**src/rtl/branch_predictor_if.sv**
```systemverilog
// Fetch-side prediction and execute-side branch resolution signals for branch_predictor.
// The master drives fetch PC and EX resolution; the slave (predictor) returns prediction and redirect.
interface branch_predictor_if;
  logic [31:0] if_pc;
  logic        pred_taken;
  logic [31:0] pred_target;
  logic        ex_valid;
  logic [31:0] ex_pc;
  logic        ex_taken;
  logic [31:0] ex_target;
  logic        ex_pred_taken;
  logic [31:0] ex_pred_target;
  logic        mispredict;
  logic [31:0] redirect_pc;
  logic [31:0] branch_cnt;
  logic [31:0] mispredict_cnt;

  modport master (
    output if_pc, ex_valid, ex_pc, ex_taken, ex_target, ex_pred_taken, ex_pred_target,
    input  pred_taken, pred_target, mispredict, redirect_pc, branch_cnt, mispredict_cnt
  );

  modport slave (
    input  if_pc, ex_valid, ex_pc, ex_taken, ex_target, ex_pred_taken, ex_pred_target,
    output pred_taken, pred_target, mispredict, redirect_pc, branch_cnt, mispredict_cnt
  );
endinterface

```
**src/rtl/branch_predictor.sv**
```systemverilog
// Direct-mapped BTB with 2-bit saturating counters: combinational IF prediction,
// EX-stage training, mispredict/redirect generation and saturating resolution counters.
module branch_predictor #(
  parameter int unsigned ENTRIES  = 16,
  parameter int unsigned IDX_BITS = 4
) (
  input  logic               clk,
  input  logic               rst,
  branch_predictor_if.slave  bp
);
  localparam int unsigned TAG_BITS = 32 - IDX_BITS - 2;

  logic [ENTRIES-1:0]  valid_q;
  logic [TAG_BITS-1:0] tag_q    [ENTRIES];
  logic [31:0]         target_q [ENTRIES];
  logic [1:0]          ctr_q    [ENTRIES];
  logic [31:0]         branch_cnt_q;
  logic [31:0]         mispredict_cnt_q;

  logic [IDX_BITS-1:0] if_idx, ex_idx;
  logic [TAG_BITS-1:0] if_tag, ex_tag;
  logic                if_hit_c, ex_hit_c;
  logic                pred_taken_c, mispredict_c;
  logic [31:0]         pred_target_c, redirect_pc_c;
  logic [1:0]          ctr_inc_c, ctr_dec_c;
  logic                unused_pc_bits;

  assign if_idx = bp.if_pc[IDX_BITS+1:2];
  assign if_tag = bp.if_pc[31:IDX_BITS+2];
  assign ex_idx = bp.ex_pc[IDX_BITS+1:2];
  assign ex_tag = bp.ex_pc[31:IDX_BITS+2];
  assign unused_pc_bits = ^{bp.if_pc[1:0], bp.ex_pc[1:0]};

  // Prediction reads pre-update state, so a same-cycle write is seen only next cycle.
  always_comb begin
    if_hit_c      = valid_q[if_idx] && (tag_q[if_idx] == if_tag);
    pred_taken_c  = if_hit_c && ctr_q[if_idx][1];
    pred_target_c = pred_taken_c ? target_q[if_idx] : bp.if_pc + 32'd4;
  end

  always_comb begin
    ex_hit_c      = valid_q[ex_idx] && (tag_q[ex_idx] == ex_tag);
    ctr_inc_c     = (ctr_q[ex_idx] == 2'b11) ? 2'b11 : ctr_q[ex_idx] + 2'd1;
    ctr_dec_c     = (ctr_q[ex_idx] == 2'b00) ? 2'b00 : ctr_q[ex_idx] - 2'd1;
    mispredict_c  = bp.ex_valid &&
                    ((bp.ex_taken != bp.ex_pred_taken) ||
                     (bp.ex_taken && (bp.ex_target != bp.ex_pred_target)));
    redirect_pc_c = bp.ex_taken ? bp.ex_target : bp.ex_pc + 32'd4;
  end

  // BTB training; reset wins over a simultaneous resolution.
  always_ff @(posedge clk) begin
    if (rst) begin
      valid_q <= '0;
      for (int i = 0; i < int'(ENTRIES); i++) begin
        tag_q[i]    <= '0;
        target_q[i] <= '0;
        ctr_q[i]    <= 2'b01;
      end
    end else if (bp.ex_valid) begin
      if (ex_hit_c) begin
        ctr_q[ex_idx] <= bp.ex_taken ? ctr_inc_c : ctr_dec_c;
        if (bp.ex_taken) begin
          target_q[ex_idx] <= bp.ex_target;
        end
      end else if (bp.ex_taken) begin
        valid_q[ex_idx]  <= 1'b1;
        tag_q[ex_idx]    <= ex_tag;
        target_q[ex_idx] <= bp.ex_target;
        ctr_q[ex_idx]    <= 2'b10;
      end
    end
  end

  // Saturating resolution statistics.
  always_ff @(posedge clk) begin
    if (rst) begin
      branch_cnt_q     <= '0;
      mispredict_cnt_q <= '0;
    end else begin
      if (bp.ex_valid && (branch_cnt_q != 32'hFFFF_FFFF)) begin
        branch_cnt_q <= branch_cnt_q + 32'd1;
      end
      if (mispredict_c && (mispredict_cnt_q != 32'hFFFF_FFFF)) begin
        mispredict_cnt_q <= mispredict_cnt_q + 32'd1;
      end
    end
  end

  assign bp.pred_taken     = pred_taken_c;
  assign bp.pred_target    = pred_target_c;
  assign bp.mispredict     = mispredict_c;
  assign bp.redirect_pc    = redirect_pc_c;
  assign bp.branch_cnt     = branch_cnt_q;
  assign bp.mispredict_cnt = mispredict_cnt_q;
endmodule

```
**src/flat_wrapper.sv**
```systemverilog
// flat-port wrapper written by rule: the top's interface ports become plain ports
module branch_predictor_flat 
#(
  parameter int unsigned ENTRIES  = 16,
  parameter int unsigned IDX_BITS = 4
)
  (clk, rst, bp_if_pc, bp_ex_valid, bp_ex_pc, bp_ex_taken, bp_ex_target, bp_ex_pred_taken, bp_ex_pred_target, bp_pred_taken, bp_pred_target, bp_mispredict, bp_redirect_pc, bp_branch_cnt, bp_mispredict_cnt);
  branch_predictor_if bp_i ();
  input  logic clk;
  input  logic rst;
  input wire logic [$bits(bp_i.if_pc)-1:0] bp_if_pc;
  input wire logic [$bits(bp_i.ex_valid)-1:0] bp_ex_valid;
  input wire logic [$bits(bp_i.ex_pc)-1:0] bp_ex_pc;
  input wire logic [$bits(bp_i.ex_taken)-1:0] bp_ex_taken;
  input wire logic [$bits(bp_i.ex_target)-1:0] bp_ex_target;
  input wire logic [$bits(bp_i.ex_pred_taken)-1:0] bp_ex_pred_taken;
  input wire logic [$bits(bp_i.ex_pred_target)-1:0] bp_ex_pred_target;
  output wire logic [$bits(bp_i.pred_taken)-1:0] bp_pred_taken;
  output wire logic [$bits(bp_i.pred_target)-1:0] bp_pred_target;
  output wire logic [$bits(bp_i.mispredict)-1:0] bp_mispredict;
  output wire logic [$bits(bp_i.redirect_pc)-1:0] bp_redirect_pc;
  output wire logic [$bits(bp_i.branch_cnt)-1:0] bp_branch_cnt;
  output wire logic [$bits(bp_i.mispredict_cnt)-1:0] bp_mispredict_cnt;
  assign bp_i.if_pc = bp_if_pc;
  assign bp_i.ex_valid = bp_ex_valid;
  assign bp_i.ex_pc = bp_ex_pc;
  assign bp_i.ex_taken = bp_ex_taken;
  assign bp_i.ex_target = bp_ex_target;
  assign bp_i.ex_pred_taken = bp_ex_pred_taken;
  assign bp_i.ex_pred_target = bp_ex_pred_target;
  assign bp_pred_taken = bp_i.pred_taken;
  assign bp_pred_target = bp_i.pred_target;
  assign bp_mispredict = bp_i.mispredict;
  assign bp_redirect_pc = bp_i.redirect_pc;
  assign bp_branch_cnt = bp_i.branch_cnt;
  assign bp_mispredict_cnt = bp_i.mispredict_cnt;
  branch_predictor #(.ENTRIES(ENTRIES), .IDX_BITS(IDX_BITS)) u_core (.clk(clk), .rst(rst), .bp(bp_i));
endmodule
```
**config.mk**
```make
export PLATFORM = sky130hd
export DESIGN_NAME = branch_predictor_flat
export DESIGN_NICKNAME = d
export VERILOG_FILES = /design/src/rtl/branch_predictor_if.sv /design/src/rtl/branch_predictor.sv /design/src/flat_wrapper.sv
export SDC_FILE = /design/constraint.sdc
export NUM_CORES = 2
export LEC_CHECK = 0
export ABC_AREA = 1
export BUFFER_PORTS_ARGS = -buffer_cell sky130_fd_sc_hd__clkbuf_2
export CAP_MARGIN = 10
export CORE_ASPECT_RATIO = 1.4
export CORE_MARGIN = 4
export CORE_UTILIZATION = 43
export DETAILED_ROUTE_END_ITERATION = 6
export GPL_ROUTABILITY_DRIVEN = 1
export GPL_TIMING_DRIVEN = 0
export PLACE_DENSITY_LB_ADDON = 0.08
export SYNTH_ARGS = -nofsm -noshare
export SYNTH_HDL_FRONTEND = slang
export SYNTH_SLANG_ARGS = --single-unit
```
**constraint.sdc**
```tcl
create_clock -name clk -period 2.8 [get_ports clk]
set_input_delay 0.14 -clock clk [delete_from_list [all_inputs] [get_ports clk]]
set_output_delay 0.14 -clock clk [all_outputs]
set_load 0.02 [all_outputs]
```
# Yosys cells after proc, flatten, opt, wreduce, memory -nomap -nowiden
# Memories as Yosys holds them, arrays and structs flattened.
# Index checks and enable logic that the tools add are counted.
# Widths: inputs -> output; s select.
[op_classes]
n_addsub = 6
multipliers = 0
div = 0
n_lt_le_gt_ge = 3
n_eq_ne = 7
shifts = 0
n_mux = 37
bitwise = 4
reduce_logical = 14
[ops]
columns = ["cell", "count"]
rows = [
  ["$mux 32", 4],
  ["$add 32x1->32 const B", 2],
  ["$add 32x3->32 const B", 2],
  ["$ne 32x32->1 const B", 2],
  ["$eq 26x26->1", 2],
  ["$ne 32x32->1", 1],
  ["$reduce_or 32->1", 1],
  ["$mux 26", 1],
  ["$reduce_or 26->1", 1],
  ["$mux 1", 21],
  ["$or 16x16->16", 1],
  ["$mux 4", 3],
  ["$lt 4x5->1 const B", 2],
  ["$mux 2", 5],
  ["$bmux 1 s4", 2],
  ["$logic_and 1x1->1", 8],
  ["$demux 1 s4", 1],
  ["$ge 4x1->1 const B", 1],
  ["$reduce_and 3->1", 1],
  ["$add 2x1->2 const B", 1],
  ["$eq 2x2->1 const B", 1],
  ["$logic_not 2->1", 1],
  ["$or 1x1->1", 2],
  ["$reduce_or 2->1", 1],
  ["4 further kinds", 4],
]
[totals]
reg_bits = 80
latch_bits = 0
ramBits = 960
rom_bits = 0
inputBits = 133
output_inout_bits = 130
word_cells = 77
memories = 3
[memory_table]
columns = ["name", "words", "word_bits", "rd", "rd_clocked_by_memory_dff", "wr", "line_no", "rtl"]
rows = [
  ["u_core.target_q", 16, 32, 1, 0, 16, "branch_predictor.sv:15", "logic [31:0] target_q [ENTRIES];"],
  ["u_core.tag_q", 16, 26, 2, 0, 16, "branch_predictor.sv:14", "logic [TAG_BITS-1:0] tag_q [ENTRIES];"],
  ["u_core.ctr_q", 16, 2, 2, 0, 16, "branch_predictor.sv:16", "logic [1:0] ctr_q [ENTRIES];"],
]

# Logic depth before layout (Yosys ltp)
[depth]
ltp_word = 10
mapped_depth = 22
ltp_nobuf = 19

# Least setup slack after synthesis
# Ideal clock, no wire load.
[synth_timing]
path_type = "in2reg"
start = "input bp_ex_pc[2]"
end = "memory u_core.tag_q[12][0] (netlist bit) (enable)"
setup_ps = 383
t_arrival_ps = 2642
t_required_ps = 2417
slack_ps = -225
cell_stages = 20
path_buffers = 5
cell_sequence = "buf_4 -> buf_4 -> buf_2 -> o21ai_0 -> o21ai_1 -> nand2_1 -> nand2_1 -> nor2_1 -> nand2_1 -> nand3_1 -> inv_2 -> nand2_1 -> nor2_1 -> nand2_1 -> nor2_4 -> nor2_8 -> buf_8 -> nand2_4 -> buf_4 -> nand2_1"
[synth_lines]
columns = ["element", "line_no", "rtl"]
rows = [
  ["start: declaration", "flat_wrapper.sv:13", "input wire logic [$bits(bp_i.ex_pc)-1:0] bp_ex_pc;"],
  ["end: declaration", "branch_predictor.sv:14", ""],
]

# Final worst setup path
[layout_timing]
start = "input bp_if_pc[5]"
end = "output bp_pred_target[18]"
[layout_between]
elab_chain_len = 5
word_cells_on_any_way = 10
cone_classes = "1 x add/sub; 1 x eq/ne; 3 x mux; 2 x reduce/logical; 3 x memory"
[layout_lines]
columns = ["element", "line_no", "rtl"]
rows = [
  ["start: declaration", "flat_wrapper.sv:11", "input wire logic [$bits(bp_i.if_pc)-1:0] bp_if_pc;"],
  ["$mem_v2 16x26 / $bmux 1 s4 (equally long branches)", "--", ""],
  ["$eq 26x26->1 / $mux 1 (equally long branches)", "branch_predictor.sv:36", "if_hit_c = valid_q[if_idx] && (tag_q[if_idx] == if_tag);"],
  ["$logic_and 1x1->1", "branch_predictor.sv:36", ""],
  ["$logic_and 1x1->1", "branch_predictor.sv:37", "pred_taken_c = if_hit_c && ctr_q[if_idx][1];"],
  ["$mux 32 *", "branch_predictor.sv:38", "pred_target_c = pred_taken_c ? target_q[if_idx] : bp.if_pc + 32'd4;"],
  ["end: declaration", "flat_wrapper.sv:19", "output wire logic [$bits(bp_i.pred_target)-1:0] bp_pred_target;"],
]
# Every way passes the cells marked *; elsewhere a longest branch is shown, timed or not. The select of a mux whose other input is x is not followed.

==> out/metrics.cfg <==
[timing]
slew_headroom_pct = -12.5
finalCritPeriodShare_pct = 135
max_clock_freq_mhz = 265
final-hold-violation-count = 0
tightestPinTransition_ps = 1690
setup_ws_ps = -969
clock-skew-final_ps = 38.4
setup_viol = 1472
drv_slew = 21
period_minus_slack_ps = 3770
rsz0062_at_grt = true
tns_ps = -755310

[placement]
place_area_mm2 = 0.0580
port_buffers = 261
place_congestion = 1.07
hpwl_um = 223000

[power]
p_comb_share_pct = 16.3
leakagePower_nw = 28.0
power_frac_clock_pct = 38.5
p_per_area_mw_per_mm2 = 586
ir_drop_v = 0.000584
internal_power_mw = 27.8
p_switching_mw = 12.0
p_total_mw = 39.8
netSwitchingFraction_pct = 30.1
seq_power_share_pct = 45.2

[synthesis]
synth_flop_cell = edfxtp_1
synth.ff_latch_count = 1040
syn_inst = 6465
synthAdderAreaFrac_pct = 0.161
synthSimpleGateAreaFrac_pct = 25.3
async_flop_share_pct = 0
synth_edf_count = 960
muxShareOfSynthArea_pct = 0
syn_area_mm2 = 0.0543
synth_compound_area_share_pct = 9.89
yosysWarnings = 0
ys_seq_area_share_pct = 56.1
synth_top_family_by_area = simple AND/OR/NAND/NOR gates
yosysUniqueCellTypes = 50
syn-num-nets = 6605
avgSynthCellArea_um2 = 8.39
synth_xor_area_share_pct = 1.36

[setup_path]
max_stage_delay_ps = 370
start_kind = input pin
cp_slowest_cell = buf_2
crit_type = input pin to output pin
crit_fanout = 10
worst-path-buf-inv = 9
crit_family = buffers and inverters
crit_path_cell_trace = buf_2, inv_1, nor2_4, clkbuf_4, o21ai_0, nand2_2, inv_1, nand2_4, nand2_1, nand2_1, nand2_1, nor2_2, nand3_4, nor2_4, buf_6, buf_12, buf_12, nand2_4, nand2_4, inv_2, buf_8
worstPathArrival_ps = 3630
end_kind = output pin
worst-endpoint-required_ps = 2660

[layout]
final_nets = 7244
area_growth_pct = 25.0
drive_above_1_share_pct = 18.0
final_area_mm2 = 0.0678

[clocking]
clockBufferDepth = 3
clkTransAtPathRegs_ps = 70
htree_num_levels = 3
cts-root-buf = clkbuf_16
cts_tree = yes
clock_latency_ps = 780
cts_sinks = 1040
cts-buffers-inserted = 107

[status]
status = finished with violations
violations = DRC, capacitance limit, slew limit, setup timing

[grt]
grt_pass1_vias = 50600
grt_pass1_wl_um = 420000
grt_overflow = 0
grtUsageTotal_pct = 47.0
grt_antenna_before_repair = 40
grt_max_degree = 33

[floorplanning]
fp.dieH_um = 428
die-area_mm2 = 0.132
io_pins = 263
die_w_um = 308
num_rows = 154
start_util_pct = 43.2
coreArea_mm2 = 0.126

[hold_path]
min_path_type = input pin to register

[drt]
ant_nets = 0
drt_iter0_drc = 7673
drt_pass1_iterations = 7
wirelength_um = 323000
wl_per_cell_um = 36.4
avgViaCountPerCell = 6.22
num_vias = 55100
drc = 16

[flow_run]
maxCapViolCount = 1

==> through the flow <==
| step | hold WS [ps] | worst slack (ps) | utilization (%) | instances |
|---|---|---|---|---|
| final | 18.9 | -969 | 54.0 | 8869 |
| after global routing | 15.1 | -956 | 53.9 | 8833 |
| after CTS | 0.364 | -750 | 52.0 | 8719 |
| after detailed placement | 468 | -3150 | 46.2 | 8381 |
| after global placement | 456 | -3550 | 45.9 | 8364 |
| after floorplan | 392 | -114 | - | 6465 |
==> cells by family (layout without fill, tap and decap cells) <==
group | count (synthesis) | in the layout
AND/OR/NAND/NOR | 3437 | 3474
flip-flops | 1040 | 1040
buffers and inverters | 970 | 1663
AO/OA/AOI/OAI | 927 | 927
XOR/XNOR | 84 | 84
adder cells (fa/ha/maj) | 7 | 7
other | 0 | 36
==> area by class of cell <==
type                       instances  area [µm²]
multi-input combinational       4492       22400
antenna                           36        90.1
fill                           11900       57800
clock inverter                    53         639
tap                             1638        2050
sequential                      1040       30400
inverter                         549        2090
clock buffer                     147        2930
timing repair buffer             493        4420
buffer                           421        2760
==> worst reg2reg max path, delay by kind of cell, from the launching register on <==
family | cells | cell delay, ps
buf+inv | 2 | 620
flops | 1 | 400
simple gates | 16 | 2310
==> routing by layer <==
metal,vias up,global-route usage [%],wire (µm)
met2,4321,72.5,141000
li1,22800,-,-
met5,-,0.517,178
met1,26500,50.1,101000
met4,14,47.3,42500
met3,1538,14.3,38000
==> registers in the layout, summed over array words and instances (netlist names) <==
register and count:
u_core.target_q 512, u_core.tag_q 416, u_core.bp.branch_cnt 32, u_core.bp.mispredict_cnt 32, u_core.ctr_q 32, u_core.valid_q 16
==> repair_timing <==
action,CTS,global route
setup buffers,73,88
hold endpoints to repair,153,0
setup endpoints to repair,1846,1508
cloned,34,24
resized for setup,718,344
hold buffers,31,0
pin swaps,47,64
==> synthesized netlist by cell type, drive strengths merged (3+ instances only) <==
cell | number | area (µm²)
nand2 | 1682 | 6400
nor2 | 1282 | 4850
edfxtp | 960 | 28800
inv | 500 | 1880
o21ai | 355 | 1780
nand3 | 338 | 1690
a21oi | 281 | 1410
clkbuf | 256 | 961
buf | 165 | 907
a22oi | 143 | 1070
dfxtp | 80 | 1600
nor3 | 65 | 330
xor2 | 64 | 561
o211ai | 53 | 398
clkinv | 49 | 184
a31oi | 33 | 206
nand4 | 30 | 188
nor4 | 25 | 156
a221o | 20 | 200
xnor2 | 20 | 175
o22ai | 18 | 113
a211oi | 8 | 60.1
ha | 7 | 87.6
nand3b | 4 | 30.0
a22o | 3 | 26.3
and2 | 3 | 18.8
nor3b | 3 | 22.5
o2111ai | 3 | 26.3
o21bai | 3 | 22.5
==> power groups by stage <==
| stage | Combinational, mW | Clock (mW) | Sequential, mW |
|---|---|---|---|
| finish | 6.47 | 15.3 | 18.0 |
| detailed placement | 5.22 | 0 | 18.3 |
| global placement | 5.15 | 0 | 18.3 |
| CTS | 5.82 | 15.2 | 18.0 |
| floorplan | 2.53 | 0 | 18.2 |
| global route | 6.51 | 15.8 | 18.0 |
==> cell usage in the layout (no fill, tap or decap), types with 23 or more instances in the layout <==
| cell type | count |
|---|---|
| dfxtp_1 | 79 |
| diode_2 | 36 |
| nand2_4 | 75 |
| clkbuf_16 | 124 |
| clkinv_2 | 23 |
| o211ai_1 | 53 |
| nand4_1 | 30 |
| buf_2 | 40 |
| nand2_8 | 49 |
| nor2_2 | 38 |
| clkbuf_2 | 299 |
| nand2_2 | 94 |
| inv_2 | 29 |
| xor2_1 | 64 |
| nor3_1 | 60 |
| clkbuf_4 | 26 |
| clkbuf_1 | 188 |
| buf_4 | 178 |
| nor4_1 | 23 |
| a31oi_1 | 33 |
| buf_12 | 54 |
| buf_8 | 33 |
| nor2_1 | 1208 |
| clkinv_1 | 55 |
| a22oi_1 | 143 |
| o21ai_1 | 42 |
| o21ai_0 | 298 |
| inv_1 | 464 |
| a21oi_1 | 265 |
| dlygate4sd3_1 | 31 |
| nand2_1 | 1500 |
| nor2_4 | 36 |
| buf_6 | 44 |
| nand3_1 | 302 |
| edfxtp_1 | 960 |
==> worst paths after layout <==
check,from,to,slack (ps),depth (start not counted)
worst max-delay path,bp_if_pc[5],bp_pred_target[18],-970,21
worst min-delay path,bp_ex_pc[18],u_core.tag_q[15][12]$_SDFFCE_PN0P_,20,3
worst max register to register,u_core.tag_q[4][25]$_SDFFCE_PN0P_,u_core.tag_q[11][10]$_SDFFCE_PN0P_,-800,18
worst min register to register,u_core.bp.branch_cnt[4]$_SDFFE_PP0P_,u_core.bp.branch_cnt[4]$_SDFFE_PP0P_,470,2
Power figures use the tool's default switching activity.
